`config.mk`:
```
export PLATFORM = sky130hd
export DESIGN_NAME = launchpad_mem_sched_flat
export DESIGN_NICKNAME = d
export VERILOG_FILES = /design/src/rtl/launchpad_mem_sched_if.sv /design/src/rtl/launchpad_mem_sched.sv /design/src/flat_wrapper.sv
export SDC_FILE = /design/constraint.sdc
export NUM_CORES = 1
export LEC_CHECK = 0
export CAP_MARGIN = 10
export CELL_PAD_IN_SITES_DETAIL_PLACEMENT = 1
export CELL_PAD_IN_SITES_GLOBAL_PLACEMENT = 2
export CORE_UTILIZATION = 30
export DETAILED_ROUTE_END_ITERATION = 7
export PLACE_DENSITY_LB_ADDON = 0.2
export SKIP_LAST_GASP = 1
export SYNTH_ARGS = -nofsm -noshare
export SYNTH_HDL_FRONTEND = slang
export SYNTH_SLANG_ARGS = --single-unit
```
`constraint.sdc`:
```
create_clock -name clk_i -period 3 [get_ports clk_i]
set_input_delay 0.6 -clock clk_i [delete_from_list [all_inputs] [get_ports clk_i]]
set_output_delay 0.6 -clock clk_i [all_outputs]
set_load 0.03 [all_outputs]
```
`src/rtl/launchpad_mem_sched_if.sv`:
```
// Single-port pattern RAM bus between the scheduler (master) and the RAM (slave).
interface launchpad_mem_sched_if #(
    parameter int ADDR_W = 12,
    parameter int DATA_W = 4
);
    logic              ce;
    logic              rw;
    logic [ADDR_W-1:0] addr;
    logic [DATA_W-1:0] wdata;
    logic [DATA_W-1:0] rdata;

    modport master (output ce, rw, addr, wdata, input  rdata);
    modport slave  (input  ce, rw, addr, wdata, output rdata);
endinterface

```
`src/rtl/launchpad_mem_sched.sv`:
```
// Serialises key-record writes and playback-tick reads onto one RAM port.
// Define LAUNCHPAD_KEY_FIFO_EN to replace the single key slot with a 4-entry FIFO.
module launchpad_mem_sched #(
    parameter int ADDR_W = 12,
    parameter int DATA_W = 4
) (
    input  logic                  clk_i,
    input  logic                  rst_ni,
    input  logic [1:0]            mode_i,
    input  logic                  key_vld_i,
    input  logic [DATA_W-1:0]     key_code_i,
    input  logic                  play_tick_i,
    input  logic                  clr_i,
    launchpad_mem_sched_if.master ram,
    output logic                  play_vld_o,
    output logic [DATA_W-1:0]     play_code_o,
    output logic [ADDR_W-1:0]     len_o,
    output logic                  busy_o,
    output logic                  full_o,
    output logic                  drop_o
);
`ifdef LAUNCHPAD_KEY_FIFO_EN
    localparam int KQ_DEPTH = 4;
`else
    localparam int KQ_DEPTH = 1;
`endif
    localparam logic [ADDR_W-1:0] LEN_MAX = {ADDR_W{1'b1}};

    typedef enum logic [2:0] {IDLE, WR_SETUP, WR_STROBE, RD_SETUP, RD_STROBE, RD_CAP} state_t;
    state_t state_q, state_d;

    logic                          ce_q, ce_d, rw_q, rw_d;
    logic [ADDR_W-1:0]             addr_q, addr_d, len_q, len_d, rptr_q, rptr_d;
    logic [DATA_W-1:0]             wdata_q, wdata_d, play_code_q, play_code_d;
    logic                          play_vld_q, play_vld_d, drop_q, drop_d;
    logic                          tick_q, tick_d, clr_pend_q, clr_pend_d;
    logic                          rr_wr_q, rr_wr_d;  // last contended grant went to the write side
    logic [1:0]                    mode_q;
    logic [3:0][DATA_W-1:0]        kq_q, kq_d;
    logic [1:0]                    kwp_q, kwp_d, krp_q, krp_d;
    logic [2:0]                    kcnt_q, kcnt_d;

    function automatic logic [1:0] kq_next(input logic [1:0] p);
        return (p == 2'(KQ_DEPTH - 1)) ? 2'd0 : p + 2'd1;
    endfunction

    logic idle, clr_take, clr_blk, key_en, key_room, key_acc, key_drop;
    logic tick_en, tick_acc, tick_drop, kp, tp;
    logic [DATA_W-1:0] head;

    assign idle      = (state_q == IDLE);
    assign clr_take  = idle && (clr_i || clr_pend_q);
    assign clr_blk   = clr_i || clr_take;
    assign key_en    = key_vld_i && mode_i[0] && !clr_blk;
    // Queued keys count against capacity so an accepted key always gets a RAM slot.
    assign key_room  = (kcnt_q != 3'(KQ_DEPTH)) &&
                       (({1'b0, len_q} + (ADDR_W+1)'(kcnt_q)) < {1'b0, LEN_MAX});
    assign key_acc   = key_en && key_room;
    assign key_drop  = key_en && !key_room;
    assign tick_en   = play_tick_i && mode_i[1] && (len_q != '0) && !clr_blk;
    assign tick_acc  = tick_en && !tick_q;
    assign tick_drop = tick_en && tick_q;
    assign kp        = key_acc || (mode_i[0] && kcnt_q != 3'd0);
    assign tp        = tick_acc || (mode_i[1] && tick_q);
    assign head      = (kcnt_q != 3'd0) ? kq_q[krp_q] : key_code_i;

    always_ff @(posedge clk_i or negedge rst_ni) begin
        if (!rst_ni) begin
            state_q <= IDLE;      ce_q <= 1'b0;        rw_q <= 1'b1;
            addr_q <= '0;         wdata_q <= '0;       play_vld_q <= 1'b0;
            play_code_q <= '0;    len_q <= '0;         rptr_q <= '0;
            drop_q <= 1'b0;       tick_q <= 1'b0;      clr_pend_q <= 1'b0;
            rr_wr_q <= 1'b0;      mode_q <= 2'b00;     kq_q <= '0;
            kwp_q <= 2'd0;        krp_q <= 2'd0;       kcnt_q <= 3'd0;
        end else begin
            state_q <= state_d;   ce_q <= ce_d;        rw_q <= rw_d;
            addr_q <= addr_d;     wdata_q <= wdata_d;  play_vld_q <= play_vld_d;
            play_code_q <= play_code_d; len_q <= len_d; rptr_q <= rptr_d;
            drop_q <= drop_d;     tick_q <= tick_d;    clr_pend_q <= clr_pend_d;
            rr_wr_q <= rr_wr_d;   mode_q <= mode_i;    kq_q <= kq_d;
            kwp_q <= kwp_d;       krp_q <= krp_d;      kcnt_q <= kcnt_d;
        end
    end

    always_comb begin
        state_d = state_q;   ce_d = ce_q;          rw_d = rw_q;
        addr_d = addr_q;     wdata_d = wdata_q;    play_vld_d = 1'b0;
        play_code_d = play_code_q; len_d = len_q;  rptr_d = rptr_q;
        drop_d = drop_q;     tick_d = tick_q;      clr_pend_d = clr_pend_q;
        rr_wr_d = rr_wr_q;   kq_d = kq_q;          kwp_d = kwp_q;
        krp_d = krp_q;       kcnt_d = kcnt_q;

        if (key_acc) begin
            kq_d[kwp_q] = key_code_i;
            kwp_d       = kq_next(kwp_q);
            kcnt_d      = kcnt_q + 3'd1;
        end
        if (tick_acc) tick_d = 1'b1;
        if (key_drop || tick_drop) drop_d = 1'b1;
        if (clr_i && !idle) clr_pend_d = 1'b1;

        unique case (state_q)
            IDLE: begin
                if (clr_take) begin
                    len_d = '0;  rptr_d = '0;  drop_d = 1'b0;  tick_d = 1'b0;
                    kcnt_d = 3'd0;  kwp_d = 2'd0;  krp_d = 2'd0;  clr_pend_d = 1'b0;
                end else begin
                    if (!mode_i[0]) begin
                        kcnt_d = 3'd0;  kwp_d = 2'd0;  krp_d = 2'd0;
                    end
                    if (!mode_i[1]) tick_d = 1'b0;
                    // The round-robin flag only moves on contention, so an uncontested
                    // grant never steals the other side's turn.
                    if (kp && (!tp || !rr_wr_q)) begin
                        state_d = WR_SETUP;
                        ce_d = 1'b1;  rw_d = 1'b0;  addr_d = len_q;  wdata_d = head;
                        if (tp) rr_wr_d = 1'b1;
                    end else if (tp) begin
                        state_d = RD_SETUP;
                        ce_d = 1'b1;  rw_d = 1'b1;  addr_d = rptr_q;
                        if (kp) rr_wr_d = 1'b0;
                    end
                end
            end
            WR_SETUP:  state_d = WR_STROBE;
            WR_STROBE: begin
                state_d = IDLE;
                ce_d = 1'b0;  rw_d = 1'b1;
                len_d  = len_q + ADDR_W'(1);
                kcnt_d = kcnt_d - 3'd1;
                krp_d  = kq_next(krp_q);
            end
            RD_SETUP:  state_d = RD_STROBE;
            RD_STROBE: begin
                state_d = RD_CAP;
                ce_d = 1'b0;  rw_d = 1'b1;
                play_vld_d  = 1'b1;
                play_code_d = ram.rdata;
            end
            RD_CAP: begin
                state_d = IDLE;
                tick_d  = 1'b0;
                rptr_d  = (rptr_q + ADDR_W'(1) == len_q) ? '0 : rptr_q + ADDR_W'(1);
            end
            default: state_d = IDLE;
        endcase

        // Entering a play mode restarts the loop from the first recorded entry.
        if (mode_i[1] && (mode_i != mode_q)) rptr_d = '0;
    end

    assign ram.ce      = ce_q;
    assign ram.rw      = rw_q;
    assign ram.addr    = addr_q;
    assign ram.wdata   = wdata_q;
    assign play_vld_o  = play_vld_q;
    assign play_code_o = play_code_q;
    assign len_o       = len_q;
    assign busy_o      = (state_q != IDLE);
    assign full_o      = (len_q == LEN_MAX);
    assign drop_o      = drop_q;
endmodule

```
`src/flat_wrapper.sv`:
```
// flat-port wrapper written by rule: the top's interface ports become plain ports
module launchpad_mem_sched_flat 
#(
    parameter int ADDR_W = 12,
    parameter int DATA_W = 4
)
  (clk_i, rst_ni, mode_i, key_vld_i, key_code_i, play_tick_i, clr_i, play_vld_o, play_code_o, len_o, busy_o, full_o, drop_o, ram_ce, ram_rw, ram_addr, ram_wdata, ram_rdata);
  launchpad_mem_sched_if #(.ADDR_W(ADDR_W), .DATA_W(DATA_W)) ram_i ();
  input  logic clk_i;
  input  logic rst_ni;
  input  logic [1:0] mode_i;
  input  logic key_vld_i;
  input  logic [DATA_W-1:0] key_code_i;
  input  logic play_tick_i;
  input  logic clr_i;
  output logic play_vld_o;
  output logic [DATA_W-1:0] play_code_o;
  output logic [ADDR_W-1:0] len_o;
  output logic busy_o;
  output logic full_o;
  output logic drop_o;
  output wire logic [$bits(ram_i.ce)-1:0] ram_ce;
  output wire logic [$bits(ram_i.rw)-1:0] ram_rw;
  output wire logic [$bits(ram_i.addr)-1:0] ram_addr;
  output wire logic [$bits(ram_i.wdata)-1:0] ram_wdata;
  input wire logic [$bits(ram_i.rdata)-1:0] ram_rdata;
  assign ram_ce = ram_i.ce;
  assign ram_rw = ram_i.rw;
  assign ram_addr = ram_i.addr;
  assign ram_wdata = ram_i.wdata;
  assign ram_i.rdata = ram_rdata;
  launchpad_mem_sched #(.ADDR_W(ADDR_W), .DATA_W(DATA_W)) u_core (.clk_i(clk_i), .rst_ni(rst_ni), .mode_i(mode_i), .key_vld_i(key_vld_i), .key_code_i(key_code_i), .play_tick_i(play_tick_i), .clr_i(clr_i), .ram(ram_i), .play_vld_o(play_vld_o), .play_code_o(play_code_o), .len_o(len_o), .busy_o(busy_o), .full_o(full_o), .drop_o(drop_o));
endmodule
```
* After elaboration in Yosys (flattened, before gate mapping)
Cells that the tools add are included.
Operators by class: add/subtract/negate cells 7, magnitude comparators 4, equality and inequality tests 14, multiplexer cells 51, bitwise operators 1, reductions and logical operators 49
Operators with widths (count):
- 12-bit 2-to-1 mux | 5
- 12-bit case mux with 2 select lines | 2
- 12-bit by 1-bit adder with 12-bit output, second input constant | 2
- 1-bit 2-to-1 mux | 18
- 3-bit 2-to-1 mux | 6
- 1-bit logical AND | 17
- 16-bit bitwise mux | 1
- 2-bit 2-to-1 mux | 8
- 12-bit by 3-bit adder with 13-bit output | 1
- 13-bit by 12-bit < comparator with 1-bit output, second input constant | 1
- 12-bit == test | 1
- 12-bit == test, second input constant | 1
- 4-bit 2-to-1 mux | 3
- 3-bit case mux with 4 select lines | 1
- 12-bit nonzero test | 1
- 3-bit inequality test, second input constant | 3
- 3-bit AND reduction | 3
- 3-bit nonzero test | 3
- 4-bit binary-select mux with 2-bit select | 1
- 4-bit demux with 2-bit select | 1
- 2-bit AND reduction | 4
- 2-bit nonzero test | 4
- 3-bit by 2-bit == test with 1-bit output, second input constant | 2
- 3-bit == test, second input constant | 2
- 19 further kinds | 35
Word-level totals: register bits 79, bits of input ports 15, output and inout bits 38, logic and storage cells 147

* Depth between registers and ports, before layout
Gate-level depths: netlist of the first run.
depth after elaboration 13, gate-level depth with buffers 11

* Least setup slack after synthesis of the first run
Ideal clock, no wire load.
path kind reg-to-reg, start register u_core.len_q[0] (netlist: u_core.len_o[0]), end register u_core.addr_q[0] (netlist: u_core.ram.addr[0]), data arrival time 3124 ps, path slack -261 ps, cell stages (with the launch flop) 12, buffers on the path 1, clock period less this slack 3261 ps, path through dfrtp_1 -> ha_1 -> inv_1 -> fa_1 -> nand4b_1 -> or4_1 -> a2111oi_2 -> o31ai_2 -> nand2_1 -> buf_4 -> mux2i_1 -> a21oi_1
On the way: cells in the longest elaborated chain, start to end 10, elaborated cells between the ends (all ways) 16, those cells by class add/sub: 1; order compare: 1; mux: 1; reduce/logical: 13
RTL lines:
- start: declaration | RTL line launchpad_mem_sched.sv:33 | logic [ADDR_W-1:0] addr_q, addr_d, len_q, len_d, rptr_q, rptr_d;
- start signal: assignment | RTL line launchpad_mem_sched.sv:78 | play_code_q <= play_code_d; len_q <= len_d; rptr_q <= rptr_d;
- parallel branches: the longest is 10 deep, another holds 12-bit by 3-bit adder with 13-bit output
- end signal: assignment | RTL line launchpad_mem_sched.sv:77 | addr_q <= addr_d; wdata_q <= wdata_d; play_vld_q <= play_vld_d;
- end: declaration | RTL line launchpad_mem_sched.sv:33
Several ways; the timed one is not identified. A chain may end at the register's enable or synchronous reset.

* Final worst setup path of the first run
start register u_core.len_q[0] (netlist: u_core.len_o[0]), end register u_core.ce_q (netlist: u_core.ram.ce)
On the way: cells in the longest elaborated chain, start to end 11, elaborated cells between the ends (all ways) 18, those cells by class add/sub: 1; order compare: 1; eq/ne: 1; mux: 3; reduce/logical: 12
RTL lines:
- parallel branches: the longest is 11 deep, another holds 12-bit by 3-bit adder with 13-bit output
- end signal: assignment | RTL line launchpad_mem_sched.sv:69 | state_q <= IDLE; ce_q <= 1'b0; rw_q <= 1'b1;
- end signal: assignment | RTL line launchpad_mem_sched.sv:76 | state_q <= state_d; ce_q <= ce_d; rw_q <= rw_d;
- end: declaration | RTL line launchpad_mem_sched.sv:32 | logic ce_q, ce_d, rw_q, rw_d;
Several ways; the timed one is not identified. The select of a mux whose other input is x is not followed.

==> results.sh, run 1 <==
export IMPL_antenna_found_initial=0
export IMPL_detail_route_antenna_nets=0
export IMPL_period_minus_slack_ns=3.02
export IMPL_die_w_um=125
export IMPL_synth_nets=513
export IMPL_portBuffers=52
export IMPL_critPathLaunchType="flip-flop"
export IMPL_wl_per_cell_um=18.8
export IMPL_required_ns=3.24
export IMPL_synthCells=483
export IMPL_insertion_delay_ns=0.35
export IMPL_vias=3918
export IMPL_drc=4
export IMPL_synthXorXnorAreaFrac_pct=3.26
export IMPL_whs_ns=0.284
export IMPL_synth_compound_area_share_pct=17.0
export IMPL_slew_violations=0
export IMPL_ir_drop_mv=0.280
export IMPL_rsz0062_at_grt="yes"
export IMPL_synth_simple_area_share_pct=17.0
export IMPL_cp_slowest_cell="or4_4"
export IMPL_ios=53
export IMPL_synthDistinctLibCells=61
export IMPL_place_congestion=0.814
export IMPL_synthFlopType="dfrtp_1"
export IMPL_synth_edf_count=0
export IMPL_cts_tree="built"
export IMPL_synth_top_family_by_area="simple AND/OR/NAND/NOR gates"
export IMPL_synth_fa_ha_area_share_pct=4.27
export IMPL_grt_overflow_total=0
export IMPL_fmax_mhz=331
export IMPL_initial_core_util_pct=31.1
export IMPL_path_delay_family="compound AO/OA/AOI/OAI gates"
export IMPL_drt_iter0_markers=240
export IMPL_grt_pass1_wl_mm=22.5
export IMPL_dieArea_um2=15700
export IMPL_cts_root_buf="clkbuf_16"
export IMPL_layout_drive_gt1_share_pct=21.0
export IMPL_cp_end_kind="flip-flop"
export IMPL_grt_max_degree=49
export IMPL_vias_per_cell=5.26
export IMPL_rows=44
export IMPL_cts_htree_levels=3
export IMPL_grt_pass1_vias=4093
export IMPL_core_area_um2=14700
export IMPL_max_cap_viol_count=0
export IMPL_synth_top_area_cell="dfrtp_1"
export IMPL_yosys_register_bits=79
export IMPL_dieHeight_um=125
export IMPL_fin_util_pct=40.7
export IMPL_layout_common_cells="76 x dfrtp_1, 50 x clkdlybuf4s50_1, 47 x nand2_1"
export IMPL_layout_commonest_cell="dfrtp_1"
export IMPL_grt_usage_pct=18.6
export IMPL_clock_skew_final_ns=0.00670
export IMPL_synth_top_area_share_pct=42.7
export IMPL_final_nets=586
export IMPL_clk_path_buf_depth=2
export IMPL_wirelength_mm=14.0
export IMPL_clock_sinks=79
export IMPL_synth_seq_area_share_pct=43.3
export IMPL_worstPathArrival_ns=3.26
export IMPL_path_class="reg2reg"
export IMPL_crit_fanout=6
export IMPL_status="complete, but fails checks"
export IMPL_cellLeakagePower_nw=2.52
export IMPL_syn_area_um2=4570
export IMPL_synth_area_top_cells="dfrtp_1 43%, mux2_2 4.9%, nand2_1 3.9%, ha_1 3.8%, a21oi_1 3.6%"
export IMPL_fillCellCount=1650
export IMPL_violations="DRC, setup timing"
export IMPL_relSlewSlack_pct=55.3
export IMPL_hp_class="in2async"
export IMPL_setup_violations=9
export IMPL_clkTransAtPathRegs_ns=0.06
export IMPL_hpwl_mm=10.1
export IMPL_area_growth_syn_to_layout_pct=31.0
export IMPL_hold_violations=0
export IMPL_path_cells="ha_4, inv_2, fa_1, nand4b_1, or4_4, a2111oi_4, buf_4, o31ai_4, buf_6, o21a_4, clkbuf_16, a21o_1"
export IMPL_path_buf_inv=4
export IMPL_setup_tns_ns=-0.0577
export IMPL_n_antenna_cell=0
export IMPL_avgSynthCellArea_um2=9.47
export IMPL_finalCritPeriodShare_pct=101
export IMPL_synth_mux_area_share_pct=10.4
export IMPL_numCtsBuffers=9
export IMPL_yosys_warnings=0
export IMPL_first_pass_iters=6
export IMPL_slowest_delay_ns=0.44
export IMPL_async_reset_ff_share_pct=100
export IMPL_tightest_slew_ns=0.671
export IMPL_layout_setup_ws_ns=-0.0229
export IMPL_powerDensity_nw_per_um2=801
what timing repair did:
item                       4_1_cts  5_1_grt
cloned                           0        2
hold buffers                     0        0
hold endpoints to repair         0        0
pin swaps                        3        4
setup endpoints to repair       20       37
setup buffers                    0        1
resized for setup                8       31
metal layers:
metal | wire, um | share of wire [%] | GRT usage, %
met1 | 6680 | 48 | 25.0
met2 | 6710 | 48 | 30.3
met3 | 522 | 3.7 | 4.24
met4 | 112 | 0.80 | 4.02
met5 | 0 | 0 | 0
power breakdown:
group          leakage (nW)  switching, mW  internal (mW)
Sequential             1.04          0.208           1.31
Combinational          1.37           1.27          0.990
Clock                 0.122          0.461          0.561
path summary, 6_finish.rpt:
path	start	to	slack, ns	depth (start not counted)
min in group clk_i	u_core.ram.ce	u_core.ram.ce	0.47	1
max in group asynchronous	rst_ni	u_core.ram.rw	2.04	2
setup / recovery	u_core.len_o[0]	u_core.ram.ce	-0.02	12
hold reg to reg	u_core.ram.ce	u_core.ram.ce	0.47	1
setup reg to reg	u_core.len_o[0]	u_core.ram.ce	-0.02	12
hold / removal	rst_ni	u_core.play_code_o[0]	0.28	1
cells by family (layout without fill, tap and decap cells):
family	Yosys count	count (layout)
simple gates	161	161
compound gates	120	120
flops	79	79
buf+inv	51	129
mux	40	40
xor+xnor	17	17
fa+ha+maj	15	15
flip-flops by register name (all words and copies together) (netlist names):
name,cells
u_core.state_q,3
u_core.kq_q,16
u_core.clr_pend_q,1
u_core.mode_q,2
u_core.kcnt_q,3
u_core.play_code_o,4
u_core.len_o,12
u_core.ram.wdata,4
u_core.tick_q,1
u_core.kwp_q,2
u_core.drop_o,1
u_core.ram.addr,12
u_core.ram.rw,1
u_core.rr_wr_q,1
u_core.rptr_q,12
u_core.ram.ce,1
u_core.krp_q,2
u_core.play_vld_o,1
cell type report:
type                            instances  area, um2  share of cell area [%]
Timing Repair Buffer                   95        920                    15.4
Clock buffer                           11        233                    3.89
Tap cell                              184        230                    3.84
Sequential cell                        79       1980                    33.1
Inverter                               18       67.6                    1.13
Clock inverter                          5       36.3                   0.606
Multi-Input combinational cell        353       2520                    42.1
synthesized netlist by cell type, types with 5 or more instances:
| library cell | n |
|---|---|
| xor2_1 | 6 |
| and2_1 | 6 |
| a31oi_1 | 5 |
| a21o_1 | 6 |
| mux2_2 | 20 |
| or3_1 | 7 |
| clkbuf_1 | 18 |
| nand4_1 | 5 |
| a21oi_1 | 33 |
| dfrtp_1 | 78 |
| xnor2_1 | 11 |
| ha_1 | 14 |
| inv_1 | 18 |
| nand2_1 | 48 |
| a211o_1 | 6 |
| mux2i_1 | 16 |
| o21ai_0 | 32 |
| nand3_1 | 15 |
| nor2_1 | 37 |
| buf_2 | 10 |
| nor3_1 | 17 |
metrics by stage:
stage | instance area [um2] | worst slack (ns) | power (mW) | instances
after floorplan | 4600 | -0.00475 | 2.72 | 483
after global placement | 5530 | -0.0226 | 3.57 | 726
after detailed placement | 5530 | -0.0538 | 3.61 | 726
after CTS | 5830 | -0.0248 | 4.68 | 742
after global routing | 5990 | -0.144 | 5.09 | 745
final | 5990 | -0.0229 | 4.80 | 745
worst register-to-register path, cell delays in order (launching register included):
cell and delay [ns]:
dfrtp_2 0.42, ha_4 0.17, inv_2 0.05, fa_1 0.39, nand4b_1 0.18, or4_4 0.44
a2111oi_4 0.32, buf_4 0.19, o31ai_4 0.09, buf_6 0.14, o21a_4 0.22, clkbuf_16 0.17
a21o_1 0.14
Power figures use the tool's default switching activity.
==> run 2, diff against run 1 <==
Settings changed: CORE_UTILIZATION 30 to 33, CTS_BUF_LIST from default to sky130_fd_sc_hd__clkbuf_8.
==> run 2 against run 1 <==
Non-clock buffer count grew 9. First-iteration DRC count shrank 37%. Global-route usage grew 2.5 points. Clock-buffer cell count shrank 1. Largest cell class unchanged. The flow finishes with violations (setup timing). Sequential power shrank 3%. Register-to-register slack is essentially flat. Critical endpoint is now u_core.ram.addr[6].
==> results.sh, run 2 (same netlist as run 1, synthesis figures left out) <==
export IMPL_clkTransAtPathRegs_ns=0.10
export IMPL_wl_met1_mm=6.73
export IMPL_grt_pass1_vias=4126
export IMPL_p_seq_share_pct=32.3
export IMPL_first_pass_iters=4
export IMPL_hold_violations=0
export IMPL_dieHeight_um=120
export IMPL_r2r_cells=13
export IMPL_powerDensity_nw_per_um2=769
export IMPL_ios=53
export IMPL_wl_per_cell_um=19.0
export IMPL_clock_skew_final_ns=0.0115
export IMPL_die_w_um=120
export IMPL_whs_ns=0.201
export IMPL_insertion_delay_ns=0.38
export IMPL_required_ns=3.27
export IMPL_grt_overflow_total=0
export IMPL_cts_htree_levels=3
export IMPL_cts_tree="built"
export IMPL_met3_length_um=633
export IMPL_cts_root_buf="clkbuf_8"
export IMPL_power_frac_clock_pct=17.5
export IMPL_area_growth_syn_to_layout_pct=30.1
export IMPL_grt_pass1_wl_mm=22.9
export IMPL_relSlewSlack_pct=52.2
export IMPL_finalCritPeriodShare_pct=100
export IMPL_final_nets=595
export IMPL_wirelength_mm=14.1
export IMPL_wl_met2_mm=6.46
export IMPL_worstPathArrival_ns=3.28
export IMPL_hp_class="in2async"
export IMPL_p_sw_mw=1.93
export IMPL_netSwitchingFraction_pct=42.1
export IMPL_combPwrFrac_pct=50.3
export IMPL_core_area_um2=13400
export IMPL_status="complete, but fails checks"
export IMPL_grt_usage_pct=21.1
export IMPL_layout_drive_gt1_share_pct=21.4
export IMPL_violations="setup timing"
export IMPL_layout_commonest_cell="dfrtp_1"
export IMPL_slew_violations=0
export IMPL_multi_input_area_um2=2500
export IMPL_detail_route_antenna_nets=0
export IMPL_regMostFlops="u_core.kq_q"
export IMPL_place_inst=725
export IMPL_p_int_mw=2.65
export IMPL_max_cap_viol_count=0
export IMPL_stdcell_area_um2=5950
export IMPL_portBuffers=52
export IMPL_dieArea_um2=14300
export IMPL_grt_max_degree=41
export IMPL_initial_core_util_pct=34.1
export IMPL_clk_path_buf_depth=2
export IMPL_dpl_worst_slack_ns=-0.494
export IMPL_ctsHoldBuffers=0
export IMPL_place_congestion=0.802
export IMPL_cp_end_kind="flip-flop"
export IMPL_drt_iter0_markers=151
export IMPL_clock_sinks=79
export IMPL_vias_per_cell=5.31
export IMPL_cellLeakagePower_nw=2.54
export IMPL_fmax_mhz=332
export IMPL_n_antenna_cell=0
export IMPL_largest_register_ffs=16
export IMPL_ff_latch_area_um2=1980
export IMPL_post_dp_cell_area_um2=5570
export IMPL_rsz0062_at_grt="yes"
export IMPL_vias=3964
export IMPL_numCtsBuffers=9
export IMPL_path_class="reg2reg"
export IMPL_layout_common_cells="76 x dfrtp_1, 50 x clkdlybuf4s50_1, 47 x nand2_1"
export IMPL_ir_drop_mv=0.317
export IMPL_fin_cells=746
export IMPL_dr_max_layer_used="met4"
export IMPL_setup_violations=1
export IMPL_drc=0
export IMPL_critPathLaunchType="flip-flop"
export IMPL_fillCellCount=1509
export IMPL_rows=42
export IMPL_crit_fanout=6
export IMPL_tightest_slew_ns=0.710
export IMPL_period_minus_slack_ns=3.01
export IMPL_hpwl_mm=10.3
export IMPL_layout_setup_ws_ns=-0.00817
export IMPL_antenna_found_initial=0
## run 2: changes by cell type in the layout (fill, tap and decap cells not counted), sizes merged
| cell | delta |
|---|---|
| inv | +3 |
| buf | +10 |
| clkbuf | -2 |
| clkinv | -1 |
| clkinvlp | -1 |
## run 2: what timing repair did
item,in CTS,in global routing
hold endpoints to repair,0,0
gates cloned,1,1
resized for setup,15,15
setup buffers,3,0
pin swaps,5,1
setup endpoints to repair,37,29
## run 2: per-layer routing
| metal | vias to the layer above | track usage (%) |
|---|---|---|
| met2 | 83 | 32.5 |
| met5 | - | 0 |
| met4 | 0 | 8.91 |
| met1 | 1971 | 29.3 |
| met3 | 22 | 3.28 |
| li1 | 1888 | - |
## run 2: power groups by stage
stage               registers (mW)  logic (mW)  clock network, mW
finish                        1.48        2.30              0.798
global placement              1.47        2.12                  0
CTS                           1.47        2.24              0.826
global route                  1.51        2.49              0.861
detailed placement            1.49        2.15                  0
floorplan                     1.79       0.928                  0
## run 2: per-stage QoR
step	setup TNS, ns	power [mW]	util, %
5_1_grt	-1.05	4.86	44.4
3_5_place_dp	-9.04	3.64	41.6
6_report	-0.00817	4.57	44.4
2_1_floorplan	-0.0185	2.72	-
4_1_cts	-1.13	4.53	43.7
3_3_place_gp	-7.06	3.59	41.6
## run 2: final timing paths
check | start | to | slack, ns
max | u_core.len_o[0] | u_core.ram.addr[6] | -0.008
min | rst_ni | u_core.play_code_o[1] | 0.20
max reg2reg | u_core.len_o[0] | u_core.ram.addr[6] | -0.008
min reg2reg | u_core.ram.wdata[3] | u_core.ram.wdata[3] | 0.49
max in group asynchronous | rst_ni | u_core.len_o[0] | 2.16
min in group clk_i | u_core.ram.wdata[3] | u_core.ram.wdata[3] | 0.49
## run 2: worst max-delay path, cell delays in order (launching register included)
cell	delay, ns
dfrtp_2	0.44
ha_4	0.17
inv_2	0.05
fa_2	0.42
nand4b_1	0.17
or4_4	0.44
a2111oi_4	0.25
buf_4	0.20
o31ai_4	0.08
buf_6	0.13
o21a_4	0.23
clkbuf_16	0.17
nor2_1	0.10
a21oi_1	0.05
## run 2: cell type report
class                   count  share of cell area [%]
flip-flops and latches     79                    33.3
repair buffers            104                    16.6
clock buffers              10                    2.31
multi-input cells         353                    42.1
well taps                 176                    3.70
inverters                  18                    1.14
clock inverters             6                   0.841
